File: config.mk
export PLATFORM = sky130hd
export DESIGN_NAME = chunked_adder_flat
export DESIGN_NICKNAME = d
export VERILOG_FILES = /design/src/rtl/adder_pkg.sv /design/src/rtl/chunked_adder_if.sv /design/src/rtl/chunk_add.sv /design/src/rtl/chunked_adder.sv /design/src/flat_wrapper.sv
export SDC_FILE = /design/constraint.sdc
export NUM_CORES = 1
export LEC_CHECK = 0
export CORE_MARGIN = 3
export CORE_UTILIZATION = 45
export CTS_BUF_LIST = sky130_fd_sc_hd__clkbuf_8
export DETAILED_ROUTE_END_ITERATION = 6
export PLACE_DENSITY = 0.69
export SLEW_MARGIN = 5
export SYNTH_ARGS = -nofsm -noshare
export SYNTH_HDL_FRONTEND = slang
export SYNTH_SLANG_ARGS = --single-unit
File: constraint.sdc
create_clock -name clk -period 7 [get_ports clk]
set_input_delay 1.75 -clock clk [delete_from_list [all_inputs] [get_ports clk]]
set_output_delay 1.75 -clock clk [all_outputs]
set_load 0.05 [all_outputs]
File: src/rtl/adder_pkg.sv
// adder_pkg: shared defaults and FSM state encoding for the chunked adder
//   DEF_WIDTH/DEF_CHUNK - default operand width and bits added per cycle
//   state_t             - IDLE (empty), RUN (adding chunks), DONE (result held)
package adder_pkg;
   localparam int DEF_WIDTH = 16;
   localparam int DEF_CHUNK = 4;
   typedef enum logic [1:0] {IDLE, RUN, DONE} state_t;
endpackage

File: src/rtl/chunked_adder_if.sv
// chunked_adder_if: operand/result handshake bundle for chunked_adder
//   master drives in_valid/a/b/cin/sub/out_ready; slave drives in_ready/out_valid/sum/cout/ovf
interface chunked_adder_if import adder_pkg::*; #(parameter int WIDTH = DEF_WIDTH);
   logic in_valid, in_ready, cin, sub, out_valid, out_ready, cout, ovf;
   logic [WIDTH-1:0] a, b, sum;
   modport master(output in_valid, a, b, cin, sub, out_ready, input in_ready, out_valid, sum, cout, ovf);
   modport slave(input in_valid, a, b, cin, sub, out_ready, output in_ready, out_valid, sum, cout, ovf);
endinterface

File: src/rtl/chunk_add.sv
// chunk_add: CHUNK-bit ripple slice used once per clock by chunked_adder
//   a, b, ci -> s (CHUNK-bit sum), co (carry out), cm (carry into the slice MSB)
module chunk_add #(parameter int CHUNK = 4) (
   input  logic [CHUNK-1:0] a,
   input  logic [CHUNK-1:0] b,
   input  logic             ci,
   output logic [CHUNK-1:0] s,
   output logic             co,
   output logic             cm
);
   assign {co, s} = {1'b0, a} + {1'b0, b} + (CHUNK+1)'(ci);
   // the MSB sum bit is a^b^carry_in, so the carry into it falls out by XOR
   assign cm = a[CHUNK-1] ^ b[CHUNK-1] ^ s[CHUNK-1];
endmodule

File: src/rtl/chunked_adder.sv
// chunked_adder: multi-cycle add/subtract, CHUNK bits per clock, LSB chunk first
//   clk, rst (async, active-high); bus: chunked_adder_if.slave
//   result appears WIDTH/CHUNK edges after accept and is held until out_ready
module chunked_adder import adder_pkg::*; #(
   parameter int WIDTH = DEF_WIDTH,
   parameter int CHUNK = DEF_CHUNK
) (
   input logic           clk,
   input logic           rst,
   chunked_adder_if.slave bus
);
   localparam int NCH = WIDTH / CHUNK;
   localparam int IW = NCH > 1 ? $clog2(NCH) : 1;
   state_t state;
   logic [IW-1:0] idx;
   logic carry, cout_r, ovf_r, co, cm, accept, last;
   logic [WIDTH-1:0] a_r, b_r, sum_r;
   logic [CHUNK-1:0] s;
   chunk_add #(.CHUNK(CHUNK)) u_add (
      .a(a_r[idx*CHUNK +: CHUNK]),
      .b(b_r[idx*CHUNK +: CHUNK]),
      .ci(carry),
      .s(s),
      .co(co),
      .cm(cm)
   );
   assign bus.in_ready = state == IDLE || (state == DONE && bus.out_ready);
   assign bus.out_valid = state == DONE;
   assign bus.sum = sum_r;
   assign bus.cout = cout_r;
   assign bus.ovf = ovf_r;
   assign accept = bus.in_valid && bus.in_ready;
   assign last = idx == IW'(NCH - 1);
   always_ff @(posedge clk or posedge rst)
      if (rst) begin
         state <= IDLE;
         idx <= '0;
         carry <= 1'b0;
         a_r <= '0;
         b_r <= '0;
         sum_r <= '0;
         cout_r <= 1'b0;
         ovf_r <= 1'b0;
      end else if (accept) begin
         // subtraction is A + ~B + ~cin, so borrow-in becomes an inverted carry-in
         a_r <= bus.a;
         b_r <= bus.sub ? ~bus.b : bus.b;
         carry <= bus.cin ^ bus.sub;
         idx <= '0;
         state <= RUN;
      end else if (state == RUN) begin
         sum_r[idx*CHUNK +: CHUNK] <= s;
         carry <= co;
         if (last) begin
            state <= DONE;
            cout_r <= co;
            ovf_r <= cm ^ co;
         end else
            idx <= idx + 1'b1;
      end else if (state == DONE && bus.out_ready)
         state <= IDLE;
endmodule

File: src/flat_wrapper.sv
// flat-port wrapper written by rule: the top's interface ports become plain ports
module chunked_adder_flat import adder_pkg::*;
#(
   parameter int WIDTH = DEF_WIDTH,
   parameter int CHUNK = DEF_CHUNK
)
  (clk, rst, bus_in_valid, bus_a, bus_b, bus_cin, bus_sub, bus_out_ready, bus_in_ready, bus_out_valid, bus_sum, bus_cout, bus_ovf);
  chunked_adder_if #(.WIDTH(WIDTH)) bus_i ();
  input logic clk;
  input logic rst;
  input wire logic [$bits(bus_i.in_valid)-1:0] bus_in_valid;
  input wire logic [$bits(bus_i.a)-1:0] bus_a;
  input wire logic [$bits(bus_i.b)-1:0] bus_b;
  input wire logic [$bits(bus_i.cin)-1:0] bus_cin;
  input wire logic [$bits(bus_i.sub)-1:0] bus_sub;
  input wire logic [$bits(bus_i.out_ready)-1:0] bus_out_ready;
  output wire logic [$bits(bus_i.in_ready)-1:0] bus_in_ready;
  output wire logic [$bits(bus_i.out_valid)-1:0] bus_out_valid;
  output wire logic [$bits(bus_i.sum)-1:0] bus_sum;
  output wire logic [$bits(bus_i.cout)-1:0] bus_cout;
  output wire logic [$bits(bus_i.ovf)-1:0] bus_ovf;
  assign bus_i.in_valid = bus_in_valid;
  assign bus_i.a = bus_a;
  assign bus_i.b = bus_b;
  assign bus_i.cin = bus_cin;
  assign bus_i.sub = bus_sub;
  assign bus_i.out_ready = bus_out_ready;
  assign bus_in_ready = bus_i.in_ready;
  assign bus_out_valid = bus_i.out_valid;
  assign bus_sum = bus_i.sum;
  assign bus_cout = bus_i.cout;
  assign bus_ovf = bus_i.ovf;
  chunked_adder #(.WIDTH(WIDTH), .CHUNK(CHUNK)) u_core (.clk(clk), .rst(rst), .bus(bus_i));
endmodule
==> results of run 1 <==
[final timing paths]
path	from	to	slack, ns	cells after the start
setup / recovery	bus_out_ready	bus_in_ready	2.01	4
hold / removal	u_core.bus.cout$_DFFE_PP0P_	u_core.bus.cout$_DFFE_PP0P_	0.49	2
setup reg to reg	u_core.idx[0]$_DFFE_PP0P_	u_core.bus.ovf$_DFFE_PP0P_	3.75	7
hold reg to reg	u_core.bus.cout$_DFFE_PP0P_	u_core.bus.cout$_DFFE_PP0P_	0.49	2
max in group asynchronous	rst	u_core.b_r[5]$_DFFE_PP0P_	4.29	2
min in group asynchronous	rst	u_core.bus.sum[5]$_DFFE_PP0P_	2.04	2
[synthesized netlist by cell type (all sizes together), types with 2 or more instances]
master / number / area [µm²]
dfrtp: 55 / 1380
a21oi: 20 / 100
xnor2: 19 / 166
nor2: 18 / 67.6
a22o: 16 / 140
mux2: 16 / 180
nand2: 13 / 51.3
buf: 9 / 67.6
ha: 9 / 113
mux4: 8 / 180
inv: 5 / 18.8
o21ai: 4 / 20.0
a21o: 3 / 22.5
fa: 2 / 40.0
xor2: 2 / 17.5
[sequential cells by signal, indices dropped and copies added (netlist names)]
name,flops
u_core.a_r,16
u_core.bus.ovf,1
u_core.bus.cout,1
u_core.bus.sum,16
u_core.carry,1
u_core.idx,2
u_core.b_r,16
u_core.state,2
[per-stage QoR]
step	hold WS [ns]	util [%]	power, mW	setup WS (ns)
6_report	0.487	59.2	1.68	2.01
5_1_grt	0.526	59.2	1.81	1.94
4_1_cts	0.494	59.2	1.70	2.00
3_5_place_dp	0.474	57.9	1.54	2.00
3_3_place_gp	0.472	57.9	1.52	2.01
2_1_floorplan	0.475	-	1.27	2.64
[area by class of cell]
cell class	instances	share of cell area, %
clock buffer	5	2.06
clock inverter	1	0.112
inverter	5	0.562
multi-input combinational	140	36.1
sequential	55	41.2
tap	72	2.70
timing repair buffer	58	17.3
[critical path, cell delays in order]
cell	delay (ns)
sky130_fd_sc_hd__clkdlybuf4s50_1	0.45
sky130_fd_sc_hd__inv_1	0.07
sky130_fd_sc_hd__a21oi_1	0.15
sky130_fd_sc_hd__clkdlybuf4s50_1	0.82
[layer usage]
metal | vias up | GRT usage (%) | part of all wire [%]
met5 | - | 0 | 0
met4 | 0 | 7.28 | 2.2
met3 | 9 | 2.78 | 3.9
met2 | 43 | 24.1 | 48
met1 | 854 | 21.0 | 45
li1 | 846 | - | -
[power by group through the flow]
stage          clock, mW  sequential, mW  combinational (mW)
5_1_grt            0.176           0.603                1.03
3_5_place_dp           0           0.587               0.951
3_3_place_gp           0           0.579               0.939
4_1_cts            0.163           0.580               0.955
6_report           0.158           0.577               0.943
2_1_floorplan          0           0.656               0.610
[cell families (layout without fill, tap and decap cells)]
logic type      Yosys count  after routing  share of synthesized area (%)
xor+xnor                 21             21                           6.89
flops                    55             55                           51.5
buf+inv                  15             69                           3.37
simple gates             39             39                           7.35
compound gates           45             45                           11.7
fa+ha+maj                11             11                           5.71
mux                      24             24                           13.5
==> flow_metrics.env, run 1 <==
export IMPL_outcome="finished, final reports clean"
export IMPL_clk_latency_ns=0.30
export IMPL_grt_max_degree=56
export IMPL_cts_htree_levels=2
export IMPL_cp_data_required_time_ns=5.25
export IMPL_detail_route_antenna_nets=0
export IMPL_power_frac_clock_pct=9.4
export IMPL_power_combinational_fraction_pct=56.2
export IMPL_achievable_frequency_mhz=200
export IMPL_netSwitchingPower_mw=0.739
export IMPL_chipHeight_um=83.0
export IMPL_cts_root_buffer_cell="sky130_fd_sc_hd__clkbuf_8"
export IMPL_rsz0062_at_grt="no"
export IMPL_floorplan_io_pins=58
export IMPL_placeableCoreArea_um2=5640
export IMPL_antenna_diode_count=0
export IMPL_timing_final_hold_violations=0
export IMPL_die_area_um2=6900
export IMPL_number_of_antenna_violations_at_the_first_check_in_global_routing=0
export IMPL_worst_setup_hold_path_clk_slew_ns=0.09
export IMPL_crit_path_start_kind="input port"
export IMPL_cts_sink_count=55
export IMPL_final_period_minus_worst_setup_slack_ns=4.99
export IMPL_worst_slew_pin_slew_ns=1.09
export IMPL_grt_overflow_total=0
export IMPL_place_detailed_instances=330
export IMPL_final_hpwl_from_detailed_placement_mm=3.63
export IMPL_final_cells=336
export IMPL_period_share_pct=71.3
export IMPL_internal_power_mw=0.939
export IMPL_buffer_ports_inserted=57
export IMPL_power_ir_vdd_worst_v=0.000256
export IMPL_reg_power_share_pct=34.4
export IMPL_timing_clock_skew_ns=0.00330
export IMPL_placed_area_um2=3270
export IMPL_multi_input_area_um2=1200
export IMPL_worst_path_max_fanout=3
export IMPL_route_detailed_vias_per_inst=5.21
export IMPL_yosys_warnings=0
export IMPL_cts_setup_buffers=0
export IMPL_worst_endpoint_arrival_ns=3.24
export IMPL_design_final_nets=314
export IMPL_post_route_standard_cell_area_excluding_fillers_um2=3340
export IMPL_relative_max_transition_margin_pct=27.3
export IMPL_critical_setup_path_kind="input port to primary output"
export IMPL_numCtsBuffers=5
export IMPL_avgSynthCellArea_um2=12.7
export IMPL_hold_buffers=0
export IMPL_die_width_um=83.0
export IMPL_synth_edf_count=0
export IMPL_layout_cells_most_common_list="sky130_fd_sc_hd__clkdlybuf4s50_1, sky130_fd_sc_hd__dfrtp_1, sky130_fd_sc_hd__a21oi_1, sky130_fd_sc_hd__xnor2_1, sky130_fd_sc_hd__nor2_1"
export IMPL_grt_pass1_wl_mm=8.56
export IMPL_setup_tns_ns=0
export IMPL_clock_path_buffers=2
export IMPL_cts_repair_resize_count=0
export IMPL_yosysUniqueCellTypes=29
export IMPL_track_usage_pct=15.5
export IMPL_synth_async_reset_ratio_pct=100
export IMPL_finalWirelength_mm=4.93
export IMPL_switching_share_pct=44.0
export IMPL_final_fill_count=477
export IMPL_syn_to_final_growth_pct=25.1
export IMPL_timing_max_transition_violations_final=0
export IMPL_synth_seq_area_share_pct=51.5
export IMPL_post_synth_instance_area_um2=2670
export IMPL_drive_gt1_share_pct=13.6
export IMPL_place_congestion=0.686
export IMPL_grt_pass1_vias=1818
export IMPL_power_density_cells_nw_per_um2=502
export IMPL_critical_path_endpoint_type="primary output"
export IMPL_ys_ff_latch=55
export IMPL_detailed_router_s_first_iteration_violation_count=59
export IMPL_ys_flop_type="sky130_fd_sc_hd__dfrtp_1"
export IMPL_seqCellArea_um2=1380
export IMPL_synth_cells=210
export IMPL_first_pass_iters=4
export IMPL_cts_tree="done"
export IMPL_final_common_cell="sky130_fd_sc_hd__clkdlybuf4s50_1"
export IMPL_detail_routed_net_length_per_standard_cell_um=14.7
export IMPL_max_cap_viol_count=0
export IMPL_route_vias_total=1752
export IMPL_hold_path_class="flip-flop to flip-flop"
export IMPL_power_leakage_nw=1.39
export IMPL_row_count=27
export IMPL_starting_density_pct=47.3
export IMPL_finalSetupViolations=0
export IMPL_drc=0
export IMPL_synth_net_count=259
No activity file was read; power rests on OpenSTA's default activity.
==> inputs of run 2 (changes only) <==
--- a/config.mk
+++ b/config.mk
@@ -9,7 +9,7 @@
 export CORE_UTILIZATION = 45
 export CTS_BUF_LIST = sky130_fd_sc_hd__clkbuf_8
 export DETAILED_ROUTE_END_ITERATION = 6
-export PLACE_DENSITY = 0.69
+export PLACE_DENSITY = 0.72
 export SLEW_MARGIN = 5
 export SYNTH_ARGS = -nofsm -noshare
 export SYNTH_HDL_FRONTEND = slang
==> constraint.sdc (replaced) <==
create_clock -name clk -period 4.51 [get_ports clk]
set_input_delay 1.1275 -clock clk [delete_from_list [all_inputs] [get_ports clk]]
set_output_delay 1.1275 -clock clk [all_outputs]
set_load 0.05 [all_outputs]
==> flow_metrics.env, run 2 (synthesis gave the netlist of run 1 again) <==
export IMPL_timing_clock_skew_ns=0.00847
export IMPL_relative_max_transition_margin_pct=26.1
export IMPL_worst_setup_hold_path_clk_slew_ns=0.10
export IMPL_drc=0
export IMPL_timing_final_hold_violations=0
export IMPL_critical_path_endpoint_type="primary output"
export IMPL_critPathSlowestCell="sky130_fd_sc_hd__clkdlybuf4s50_1"
export IMPL_timing_max_transition_violations_final=0
export IMPL_final_common_cell="sky130_fd_sc_hd__clkdlybuf4s50_1"
export IMPL_die_width_um=83.0
export IMPL_worst_slew_pin_slew_ns=1.11
export IMPL_chipHeight_um=83.0
export IMPL_critical_setup_path_kind="input port to primary output"
export IMPL_cts_htree_levels=2
export IMPL_buffer_ports_inserted=57
export IMPL_final_fill_count=473
export IMPL_worst_path_max_fanout=3
export IMPL_final_hpwl_from_detailed_placement_mm=3.48
export IMPL_max_cap_viol_count=0
export IMPL_achievable_frequency_mhz=267
export IMPL_cp_delay_by_family_top="buffers and inverters"
export IMPL_seqCellArea_um2=1380
export IMPL_detail_routed_net_length_per_standard_cell_um=14.5
export IMPL_detailed_router_s_first_iteration_violation_count=73
export IMPL_multi_input_area_um2=1200
export IMPL_numCtsBuffers=5
export IMPL_post_route_worst_setup_slack_ns=0.758
export IMPL_cp_common_cell="sky130_fd_sc_hd__clkdlybuf4s50_1"
export IMPL_hold_path_class="flip-flop to flip-flop"
export IMPL_place_congestion=0.742
export IMPL_period_share_pct=83.2
export IMPL_floorplan_io_pins=58
export IMPL_grt_max_degree=56
export IMPL_track_usage_pct=15.0
export IMPL_drive_gt1_share_pct=14.7
export IMPL_finalWirelength_mm=4.91
export IMPL_detail_route_antenna_nets=0
export IMPL_power_ir_vdd_worst_v=0.000472
export IMPL_first_pass_iters=4
export IMPL_worst_endpoint_arrival_ns=2.62
export IMPL_route_detailed_vias_per_inst=5.14
export IMPL_die_area_um2=6900
export IMPL_cp_data_required_time_ns=3.38
export IMPL_post_route_standard_cell_area_excluding_fillers_um2=3370
export IMPL_antenna_diode_count=0
export IMPL_syn_to_final_growth_pct=26.0
export IMPL_setup_tns_ns=0
export IMPL_cts_tree="done"
export IMPL_number_of_antenna_violations_at_the_first_check_in_global_routing=0
export IMPL_crit_path_start_kind="input port"
export IMPL_design_final_nets=314
export IMPL_power_leakage_nw=1.40
export IMPL_rsz0062_at_grt="no"
export IMPL_placeableCoreArea_um2=5640
export IMPL_row_count=27
export IMPL_finalSetupViolations=0
export IMPL_final_period_minus_worst_setup_slack_ns=3.75
export IMPL_power_density_cells_nw_per_um2=782
export IMPL_starting_density_pct=47.3
export IMPL_grt_pass1_wl_mm=8.42
export IMPL_hold_buffers=0
export IMPL_clock_path_buffers=2
export IMPL_outcome="finished, final reports clean"
export IMPL_cts_setup_buffers=0
export IMPL_cts_root_buffer_cell="sky130_fd_sc_hd__clkbuf_8"
export IMPL_layout_cells_most_common_list="sky130_fd_sc_hd__clkdlybuf4s50_1, sky130_fd_sc_hd__dfrtp_1, sky130_fd_sc_hd__a21oi_1, sky130_fd_sc_hd__xnor2_1, sky130_fd_sc_hd__nor2_1"
export IMPL_clk_latency_ns=0.31
export IMPL_grt_overflow_total=0
export IMPL_post_place_ws_ns=0.757
export IMPL_critPathBufInv=3
export IMPL_grt_pass1_vias=1775
export IMPL_timing_critical_path_slowest_cell_delay_ns=0.82
export IMPL_crit_path_cell_trace="clkdlybuf4s50_1 -> inv_1 -> a21oi_1 -> clkdlybuf4s50_1"
export IMPL_placed_area_um2=3270
export IMPL_cts_sink_count=55
export IMPL_cts_repair_resize_count=0
export IMPL_route_vias_total=1739
-- run 2: cell count changes in the layout (fill, tap and decap cells not counted) --
| cell | delta |
|---|---|
| sky130_fd_sc_hd__inv_1 | -1 |
| sky130_fd_sc_hd__clkinvlp_4 | +1 |
| sky130_fd_sc_hd__clkinv_4 | +1 |
| sky130_fd_sc_hd__clkbuf_8 | +1 |
-- run 2: where the power goes --
part | total, mW | switching, mW | leakage (nW) | internal, mW
combinational | 1.45 | 0.811 | 0.678 | 0.644
clock | 0.286 | 0.161 | 0.0474 | 0.126
sequential | 0.893 | 0.178 | 0.671 | 0.715
total | 2.63 | 1.15 | 1.40 | 1.48
-- run 2: per-stage QoR --
| step | power [mW] | util [%] | cells | hold slack [ns] |
|---|---|---|---|---|
| 2_1_floorplan | 1.96 | - | 210 | 0.475 |
| 3_3_place_gp | 2.34 | 57.9 | 330 | 0.486 |
| 3_5_place_dp | 2.37 | 57.9 | 330 | 0.493 |
| 4_1_cts | 2.67 | 59.7 | 338 | 0.516 |
| 5_1_grt | 2.85 | 59.7 | 338 | 0.523 |
| 6_report | 2.63 | 59.7 | 338 | 0.511 |
-- run 2: final cells by class --
cell class                      count  share of cell area, %
Clock buffer                        6                   2.45
Timing Repair Buffer               58                   17.2
Tap cell                           72                   2.68
Multi-Input combinational cell    140                   35.8
Sequential cell                    55                   40.9
Inverter                            5                  0.557
Clock inverter                      2                  0.483
-- run 2: per-layer routing --
metal / GRT usage [%] / routed length, µm / vias to the layer above / part of all wire, %
met3: 4.07 / 220 / 6 / 4.5
met2: 24.8 / 2400 / 42 / 49
met5: 0 / 0 / - / 0
met4: 4.01 / 50 / 0 / 1.0
met1: 19.4 / 2240 / 842 / 46
li1: - / - / 849 / -
-- run 2: worst paths after layout --
kind,depth (start not counted),startpoint,endpoint,slack (ns)
max reg2reg,7,u_core.idx[0]$_DFFE_PP0P_,u_core.bus.ovf$_DFFE_PP0P_,1.31
max,4,bus_out_ready,bus_in_ready,0.76
min reg2reg,1,u_core.bus.sum[6]$_DFFE_PP0P_,u_core.bus.sum[6]$_DFFE_PP0P_,0.51
min,1,u_core.bus.sum[6]$_DFFE_PP0P_,u_core.bus.sum[6]$_DFFE_PP0P_,0.51
min in group asynchronous,2,rst,u_core.bus.sum[14]$_DFFE_PP0P_,1.41
max in group asynchronous,2,rst,u_core.b_r[0]$_DFFE_PP0P_,2.41
-- run 2: worst register-to-register path: stages, from the launching register on --
cell and delay (ns):
sky130_fd_sc_hd__dfrtp_1 0.92, sky130_fd_sc_hd__mux4_2 0.62, sky130_fd_sc_hd__fa_1 0.44, sky130_fd_sc_hd__fa_1 0.42, sky130_fd_sc_hd__a21o_1 0.20, sky130_fd_sc_hd__a21oi_1 0.26, sky130_fd_sc_hd__xnor2_1 0.15, sky130_fd_sc_hd__o21ai_0 0.08
==> inputs of run 3 (changes only) <==
--- a/config.mk
+++ b/config.mk
@@ -9,7 +9,7 @@
 export CORE_UTILIZATION = 45
 export CTS_BUF_LIST = sky130_fd_sc_hd__clkbuf_8
 export DETAILED_ROUTE_END_ITERATION = 6
-export PLACE_DENSITY = 0.72
+export PLACE_DENSITY = 0.69
 export SLEW_MARGIN = 5
 export SYNTH_ARGS = -nofsm -noshare
 export SYNTH_HDL_FRONTEND = slang
==> constraint.sdc (replaced) <==
create_clock -name clk -period 3.52 [get_ports clk]
set_input_delay 0.88 -clock clk [delete_from_list [all_inputs] [get_ports clk]]
set_output_delay 0.88 -clock clk [all_outputs]
set_load 0.05 [all_outputs]
==> flow_metrics.env, run 3 (synthesis gave the netlist of run 1 again) <==
export IMPL_hold_buffers=0
export IMPL_track_usage_pct=16.7
export IMPL_cts_setup_buffers=0
export IMPL_grt_max_degree=39
export IMPL_buffer_ports_inserted=57
export IMPL_cts_sink_count=55
export IMPL_netSwitchingPower_mw=1.53
export IMPL_timing_clock_skew_ns=0.00852
export IMPL_worst_path_max_fanout=10
export IMPL_post_route_worst_setup_slack_ns=0.453
export IMPL_hold_path_class="flip-flop to flip-flop"
export IMPL_placeableCoreArea_um2=5640
export IMPL_worst_setup_hold_path_clk_slew_ns=0.10
export IMPL_rsz0062_at_grt="no"
export IMPL_cts_root_buffer_cell="sky130_fd_sc_hd__clkbuf_8"
export IMPL_clk_latency_ns=0.31
export IMPL_final_common_cell="sky130_fd_sc_hd__clkdlybuf4s50_1"
export IMPL_drc=0
export IMPL_achievable_frequency_mhz=326
export IMPL_timing_max_transition_violations_final=0
export IMPL_number_of_antenna_violations_at_the_first_check_in_global_routing=0
export IMPL_fin_util_pct=60.5
export IMPL_cts_repair_resize_count=0
export IMPL_route_vias_total=1798
export IMPL_critical_setup_path_kind="flip-flop to flip-flop"
export IMPL_min_delay_path_depth=1
export IMPL_place_congestion=0.808
export IMPL_worst_slew_pin_slew_ns=0.889
export IMPL_critPathSlowestCell="sky130_fd_sc_hd__dfrtp_1"
export IMPL_power_leakage_nw=1.43
export IMPL_final_fill_count=462
export IMPL_antenna_diode_count=0
export IMPL_design_final_nets=319
export IMPL_clock_path_buffers=2
export IMPL_power_combinational_fraction_pct=55.7
export IMPL_worst_endpoint_arrival_ns=3.26
export IMPL_grt_pass1_vias=1827
export IMPL_layout_cells_most_common_list="sky130_fd_sc_hd__clkdlybuf4s50_1, sky130_fd_sc_hd__dfrtp_1, sky130_fd_sc_hd__a21oi_1, sky130_fd_sc_hd__xnor2_1, sky130_fd_sc_hd__nor2_1"
export IMPL_die_width_um=83.0
export IMPL_detail_routed_net_length_per_standard_cell_um=15.8
export IMPL_syn_to_final_growth_pct=27.9
export IMPL_max_cap_viol_count=0
export IMPL_period_share_pct=87.1
export IMPL_starting_density_pct=47.3
export IMPL_cts_tree="done"
export IMPL_die_area_um2=6900
export IMPL_numCtsBuffers=5
export IMPL_critical_path_endpoint_type="flip-flop"
export IMPL_grt_pass1_wl_mm=9.20
export IMPL_switching_share_pct=43.7
export IMPL_setup_tns_ns=0
export IMPL_relative_max_transition_margin_pct=40.6
export IMPL_floorplan_io_pins=58
export IMPL_post_place_ws_ns=0.471
export IMPL_timing_critical_path_slowest_cell_delay_ns=0.69
export IMPL_power_frac_clock_pct=12.0
export IMPL_final_hpwl_from_detailed_placement_mm=4.15
export IMPL_cp_data_required_time_ns=3.71
export IMPL_power_density_cells_nw_per_um2=1030
export IMPL_hold_ws_ns=0.510
export IMPL_r2r_worst_path_cells=7
export IMPL_drive_gt1_share_pct=16.6
export IMPL_route_detailed_vias_per_inst=5.24
export IMPL_first_pass_iters=6
export IMPL_finalSetupViolations=0
export IMPL_internal_power_mw=1.97
export IMPL_chipHeight_um=83.0
export IMPL_total_power_mw=3.50
export IMPL_final_period_minus_worst_setup_slack_ns=3.07
export IMPL_cts_htree_levels=2
export IMPL_finalWirelength_mm=5.43
export IMPL_crit_path_start_kind="flip-flop"
export IMPL_reg_power_share_pct=32.4
export IMPL_outcome="finished, final reports clean"
export IMPL_crit_path_cell_trace="mux4_2 -> fa_1 -> fa_1 -> a21o_1 -> a21oi_1 -> xnor2_1 -> o21ai_0"
export IMPL_cp_common_cell="sky130_fd_sc_hd__fa_1"
export IMPL_grt_overflow_total=0
export IMPL_power_ir_vdd_worst_v=0.000661
export IMPL_detailed_router_s_first_iteration_violation_count=85
export IMPL_timing_final_hold_violations=0
export IMPL_detail_route_antenna_nets=0
export IMPL_row_count=27
[run 3: changes by cell type in the layout (fill, tap and decap cells not counted)]
cell / previous run / this run
sky130_fd_sc_hd__buf_4: 1 / 7
sky130_fd_sc_hd__bufinv_16: 0 / 1
sky130_fd_sc_hd__clkbuf_8: 6 / 5
sky130_fd_sc_hd__clkdlybuf4s50_1: 57 / 56
sky130_fd_sc_hd__clkinv_2: 0 / 1
sky130_fd_sc_hd__clkinvlp_4: 1 / 0
[run 3: metrics by stage]
step,instance area (µm²),std cells
after CTS,3420,343
after detailed placement,3300,335
after floorplan,2670,210
after global routing,3420,343
after global placement,3300,335
final,3420,343
[run 3: worst max-delay path, delay by kind of cell (launching register included)]
| kind | cells | cell delay, ns |
|---|---|---|
| flip-flops | 1 | 0.69 |
| AO/OA/AOI/OAI | 3 | 0.60 |
| XOR/XNOR | 1 | 0.18 |
| adder cells (fa/ha/maj) | 2 | 0.88 |
| multiplexers | 1 | 0.61 |
[run 3: area by class of cell]
cell class / instances / area, µm² / area share (%)
Multi-Input combinational cell: 140 / 1200 / 35.3
Inverter: 5 / 18.8 / 0.549
Timing Repair Buffer: 63 / 613 / 17.9
Clock buffer: 5 / 68.8 / 2.01
Clock inverter: 3 / 43.8 / 1.28
Tap cell: 72 / 90.1 / 2.64
Sequential cell: 55 / 1380 / 40.3
[run 3: power by group through the flow]
stage / registers (mW) / clock network, mW / logic [mW]
2_1_floorplan: 1.30 / 0 / 1.21
3_3_place_gp: 1.14 / 0 / 1.90
3_5_place_dp: 1.15 / 0 / 1.96
4_1_cts: 1.14 / 0.432 / 1.96
5_1_grt: 1.17 / 0.459 / 2.12
6_report: 1.13 / 0.418 / 1.95
[run 3: layer usage]
layer,vias to the layer above,part of all wire (%),wire (µm),track usage (%)
met5,-,0,0,0
met4,0,1.5,82,5.20
met3,8,3.9,214,3.57
met2,44,50,2710,28.1
met1,881,45,2420,21.6
li1,865,-,-,-
[run 3: path summary, 6_finish.rpt]
check,from,to,slack (ns)
min reg2reg,u_core.bus.sum[12]$_DFFE_PP0P_,u_core.bus.sum[12]$_DFFE_PP0P_,0.51
max,u_core.idx[0]$_DFFE_PP0P_,u_core.bus.ovf$_DFFE_PP0P_,0.45
min,u_core.bus.sum[12]$_DFFE_PP0P_,u_core.bus.sum[12]$_DFFE_PP0P_,0.51
max in group asynchronous,rst,u_core.b_r[5]$_DFFE_PP0P_,1.85
max reg2reg,u_core.idx[0]$_DFFE_PP0P_,u_core.bus.ovf$_DFFE_PP0P_,0.45
min in group asynchronous,rst,u_core.bus.sum[12]$_DFFE_PP0P_,1.02
